**config.mk**
```make
export PLATFORM = sky130hd
export DESIGN_NAME = pow2_window_accumulator
export DESIGN_NICKNAME = d
export VERILOG_FILES = /design/src/rtl/pow2_window_accumulator.sv
export SDC_FILE = /design/constraint.sdc
export NUM_CORES = 1
export LEC_CHECK = 0
export CAP_MARGIN = 20
export CORE_ASPECT_RATIO = 0.7
export CORE_MARGIN = 3
export CORE_UTILIZATION = 56
export DETAILED_ROUTE_END_ITERATION = 16
export PLACE_DENSITY_LB_ADDON = 0.3
export REMOVE_ABC_BUFFERS = 1
export SLEW_MARGIN = 10
export SYNTH_ARGS = -nofsm -noshare
export SYNTH_HDL_FRONTEND = slang
export SYNTH_SLANG_ARGS = --single-unit
```
**constraint.sdc**
```tcl
create_clock -name clk -period 2.82 [get_ports clk]
set_input_delay 0.423 -clock clk [delete_from_list [all_inputs] [get_ports clk]]
set_output_delay 0.423 -clock clk [all_outputs]
set_load 0.005 [all_outputs]
```
**src/rtl/pow2_window_accumulator.sv**
```systemverilog
// Collects 2^n unsigned samples into a saturating sum and hands the window sum,
// its n and a saturation flag to the downstream divider over valid/ready.
module pow2_window_accumulator #(
    parameter int DATA_W = 8,
    parameter int N_W    = 4,
    parameter int MAX_N  = 7
) (
    input  logic              clk,
    input  logic              rst,
    input  logic              clear,
    input  logic [N_W-1:0]    n_cfg,
    input  logic              s_valid,
    output logic              s_ready,
    input  logic [DATA_W-1:0] s_data,
    output logic              m_valid,
    input  logic              m_ready,
    output logic [DATA_W-1:0] m_sum,
    output logic [N_W-1:0]    m_n,
    output logic              m_sat
);

    // One extra bit so a full window of 2^MAX_N samples is representable.
    localparam int CNT_W = MAX_N + 1;

    typedef enum logic [1:0] {
        IDLE,
        ACC,
        HOLD
    } state_t;

    state_t            state_q, state_d;
    logic [DATA_W-1:0] acc_q, acc_d;
    logic [CNT_W-1:0]  count_q, count_d;
    logic [N_W-1:0]    win_n_q, win_n_d;
    logic              sat_q, sat_d;
    logic              m_valid_q, m_valid_d;
    logic [DATA_W-1:0] m_sum_q, m_sum_d;
    logic [N_W-1:0]    m_n_q, m_n_d;
    logic              m_sat_q, m_sat_d;

    logic              accept;
    logic [N_W-1:0]    n_eff;
    logic [DATA_W:0]   sum_wide;
    logic              sat_upd;
    logic [DATA_W-1:0] acc_upd;
    logic [CNT_W-1:0]  count_inc;
    logic [CNT_W-1:0]  window_len;

    assign s_ready = (state_q != HOLD);
    assign accept  = s_valid && s_ready;

    assign n_eff      = (n_cfg > N_W'(MAX_N)) ? N_W'(MAX_N) : n_cfg;
    assign sum_wide   = {1'b0, acc_q} + {1'b0, s_data};
    assign sat_upd    = sat_q | sum_wide[DATA_W];
    assign acc_upd    = sat_upd ? {DATA_W{1'b1}} : sum_wide[DATA_W-1:0];
    assign count_inc  = count_q + CNT_W'(1);
    assign window_len = CNT_W'(1) << win_n_q;

    always_comb begin
        state_d   = state_q;
        acc_d     = acc_q;
        count_d   = count_q;
        win_n_d   = win_n_q;
        sat_d     = sat_q;
        m_valid_d = m_valid_q;
        m_sum_d   = m_sum_q;
        m_n_d     = m_n_q;
        m_sat_d   = m_sat_q;

        case (state_q)
            IDLE: begin
                if (accept) begin
                    win_n_d = n_eff;
                    acc_d   = s_data;
                    count_d = CNT_W'(1);
                    sat_d   = 1'b0;
                    if (n_eff == '0) begin
                        state_d   = HOLD;
                        m_valid_d = 1'b1;
                        m_sum_d   = s_data;
                        m_n_d     = n_eff;
                        m_sat_d   = 1'b0;
                    end else begin
                        state_d = ACC;
                    end
                end
            end
            ACC: begin
                if (accept) begin
                    acc_d   = acc_upd;
                    sat_d   = sat_upd;
                    count_d = count_inc;
                    if (count_inc == window_len) begin
                        state_d   = HOLD;
                        m_valid_d = 1'b1;
                        m_sum_d   = acc_upd;
                        m_n_d     = win_n_q;
                        m_sat_d   = sat_upd;
                    end
                end
            end
            HOLD: begin
                if (m_ready) begin
                    state_d   = IDLE;
                    m_valid_d = 1'b0;
                    acc_d     = '0;
                    count_d   = '0;
                    sat_d     = 1'b0;
                end
            end
            default: begin
                state_d   = IDLE;
                m_valid_d = 1'b0;
            end
        endcase

        // A flush wins over everything; the result registers keep their last value.
        if (clear) begin
            state_d   = IDLE;
            acc_d     = '0;
            count_d   = '0;
            sat_d     = 1'b0;
            m_valid_d = 1'b0;
            m_sum_d   = m_sum_q;
            m_n_d     = m_n_q;
            m_sat_d   = m_sat_q;
        end
    end

    always_ff @(posedge clk or posedge rst) begin
        if (rst) begin
            state_q   <= IDLE;
            acc_q     <= '0;
            count_q   <= '0;
            win_n_q   <= '0;
            sat_q     <= 1'b0;
            m_valid_q <= 1'b0;
            m_sum_q   <= '0;
            m_n_q     <= '0;
            m_sat_q   <= 1'b0;
        end else begin
            state_q   <= state_d;
            acc_q     <= acc_d;
            count_q   <= count_d;
            win_n_q   <= win_n_d;
            sat_q     <= sat_d;
            m_valid_q <= m_valid_d;
            m_sum_q   <= m_sum_d;
            m_n_q     <= m_n_d;
            m_sat_q   <= m_sat_d;
        end
    end

    assign m_valid = m_valid_q;
    assign m_sum   = m_sum_q;
    assign m_n     = m_n_q;
    assign m_sat   = m_sat_q;

    a_valid_tracks_hold : assert property (@(posedge clk) disable iff (rst)
        m_valid_q == (state_q == HOLD));

    a_result_stable : assert property (@(posedge clk) disable iff (rst)
        (m_valid && !m_ready && !clear) |=>
            (m_valid && $stable(m_sum) && $stable(m_n) && $stable(m_sat)));

    a_count_bounded : assert property (@(posedge clk) disable iff (rst)
        (state_q == ACC) |-> (count_q < window_len));

endmodule

```
==> results of run 1 <==
==> flip-flops by register name (all words and copies together), names as in the netlist <==
register / flops
win_n_q: 4
m_sat: 1
count_q: 8
m_n: 4
sat_q: 1
m_sum: 8
m_valid: 1
acc_q: 8
state_q: 2
==> metrics by stage <==
stage	instances	hold slack, ns	setup TNS (ns)
global placement	372	0.475	-2.29
global route	381	0.535	0
detailed placement	372	0.486	-4.87
finish	381	0.509	0
CTS	380	0.508	0
floorplan	272	0.479	0
==> cell type report <==
cell class / instances / area, um2 / share of cell area (%)
Timing Repair Buffer: 48 / 438 / 14.1
Multi-Input combinational cell: 225 / 1530 / 49.3
Clock inverter: 1 / 5.00 / 0.161
Clock buffer: 7 / 96.3 / 3.11
Tap cell: 52 / 65.1 / 2.10
Sequential cell: 37 / 926 / 29.9
Inverter: 11 / 41.3 / 1.33
==> repair_timing <==
item	CTS	global route
setup endpoints to repair	8	12
endpoints found under the hold margin	0	0
cloned	0	1
resized for setup	2	3
pin swaps	0	1
==> metal layers <==
metal	routed length [um]	part of all wire [%]	GRT usage [%]	up-vias
li1	-	-	-	1149
met1	3110	46	40.6	1167
met2	2780	41	34.9	155
met3	795	12	5.93	14
met4	115	1.7	8.24	0
met5	0	0	0	-
==> cell families (layout without fill, tap and decap cells) <==
| group | count (synthesis) | count (layout) | synth area share [%] |
|---|---|---|---|
| xor gates and xnor gates | 11 | 11 | 3.74 |
| and+or+nand+nor | 103 | 103 | 22.8 |
| muxes | 1 | 1 | 0.582 |
| adders and majority gates | 13 | 13 | 6.60 |
| buffers and inverters | 27 | 67 | 5.53 |
| AOI/OAI and AO/OA | 96 | 97 | 24.8 |
| DFF | 37 | 37 | 35.9 |
==> report_power, final <==
part,internal (W),switching [W]
logic,0.000713,0.000878
registers,0.000670,0.000142
clock network,0.000221,0.000202
==> path summary, 6_finish.rpt <==
check	to	from	slack, ns
worst max-delay path	acc_q[7]$_DFFE_PP0P_	s_data[0]	0.16
worst min-delay path	m_n[3]$_DFFE_PP0P_	m_n[3]$_DFFE_PP0P_	0.51
worst max register to register	m_n[0]$_DFFE_PP0P_	count_q[1]$_DFFE_PP0P_	0.26
worst min register to register	m_n[3]$_DFFE_PP0P_	m_n[3]$_DFFE_PP0P_	0.51
max in group asynchronous	count_q[0]$_DFFE_PP0P_	rst	1.94
min in group asynchronous	count_q[6]$_DFFE_PP0P_	rst	0.54
==> cell usage in the layout (no fill, tap or decap), drive strengths merged, types with 4 or more instances in the layout <==
master and n:
xnor2 7, o21bai 4, nand3 8, clkdlybuf4s50 31, nor3b 4, nor2 26
inv 11, nor3 16, a21oi 28, buf 17, o21ai 23, ha 12
a211oi 8, xor2 4, dfrtp 37, and3 8, clkbuf 7, nand2 18
==> run metrics, run 1 <==
outcome finished, final reports clean; die height around 63 um; DP Area roughly 3000 um2; vias per std cell 6.52; layout cells sized above 1 between 10% and 20%; first-pass GRT wire length between 10 and 15 mm; Hold Vio Cnt, Final 0; Die W about 87 um; Row Count 19; Final ANT Viol Nets 0; number of max-cap violations 0; CP delay by family, top compound AO/OA/AOI/OAI gates; post-DP HPWL 4.92 mm; Synth area leaders dfrtp_1, ha_1, a21oi_1; CP Buf/Inv Count 1; Clock Sinks 37; CTS Buf Count 5; element type at the critical path start input pin; IO Count 32; initial antenna violation count 0; synthesized cell area between 2000 and 3000 um2; pwr/cell area 911 nW/um2; Arr. time, crit path between 2 and 3 ns; crit path cell chain clkdlybuf4s50_1 > ha_1 > fa_2 > a211oi_2 > o21ai_1 > a311o_2 > o21bai_1 > a221oi_1 > nor3_1; Worst path depth 9; Post-synth EDFFs 0; starting density of the core 62.0%; Worst Path Max Fanout 6; Avg Inst Size Synth roughly 9.0 um2; Die Area around 5500 um2; Yosys reg bits 37; period utilization 94.3%; initial DRC count ~270; worst r2r path cells 8; post-synth top area share around 36%; Nets roughly 360; largest net degree at the start of global routing 38; Worst path slowest cell clkdlybuf4s50_1; Layout Area Growth over Synthesis 20.2%; Clk Latency, worst-skew pair roughly 0.30 ns; GRT overflow 0; Async S/R FF share, synth between 90% and 100%; drt total wl around 6.8 mm; GP Congestion 0.909; register area share after synthesis 35.9%; DRC errors left 0; GRT Overall Usage between 20% and 30%; largest area contributor in the netlist dfrtp_1; min-delay worst type reg -> reg; cell with the most instances after synthesis dfrtp_1; Min Clock Period, post-route 2.66 ns; Max Slew Vio Count 0; postcts setup bufs 0; Port Buf Inserts 31; CP max stage delay 0.44 ns; final setup vio count 0; CTS hold repair buffers 0; total power 0.00283 W; Worst Max-Slew Pin Slew 0.483 ns; CTS tree yes; Max clock buf depth 2; Post-synth top flop dfrtp_1; Ys Warns 0; maximum VDD drop 597 uV; Synth cell types 62; 1st-pass router iterations 5; clk slew on worst S/H paths approximately 0.070 ns; Slew HR approximately 68%; RSZ-0062 raised after global routing no; CP endpoint kind flip-flop; vias in the first global route approximately 2,300; vias about 2,500; CP required around 3 ns; ant diodes 0; LEAKAGE about 1.3 nW; Clock Skew 0.00172 ns; Root Driver clkbuf_8; pre-CTS setup slack -0.400 ns; WL per Instance about 18 um; hold path cells 1; post-synthesis cell count approximately 290; FILL cells ~300; fin worst setup slack 0.160 ns; fin util 74.5%; top post-synthesis cells by count dfrtp_1, a21oi_1, nor2_1; Final Instance Area a little over 3000 um2; Critical Setup Path Class in -> reg; Std-Cell Core Area 4160 um2; FMAX approximately 0.38 GHz; number of H-tree levels 2
Note: power is estimated with default switching activity, not from simulation.
==> run 2: changes to the inputs <==
--- a/config.mk
+++ b/config.mk
@@ -12,7 +12,6 @@
 export DETAILED_ROUTE_END_ITERATION = 16
 export PLACE_DENSITY_LB_ADDON = 0.3
 export REMOVE_ABC_BUFFERS = 1
-export SLEW_MARGIN = 10
 export SYNTH_ARGS = -nofsm -noshare
 export SYNTH_HDL_FRONTEND = slang
 export SYNTH_SLANG_ARGS = --single-unit
==> results of run 2 <==
Final layout, timing and power as in run 1 (identical DEF).
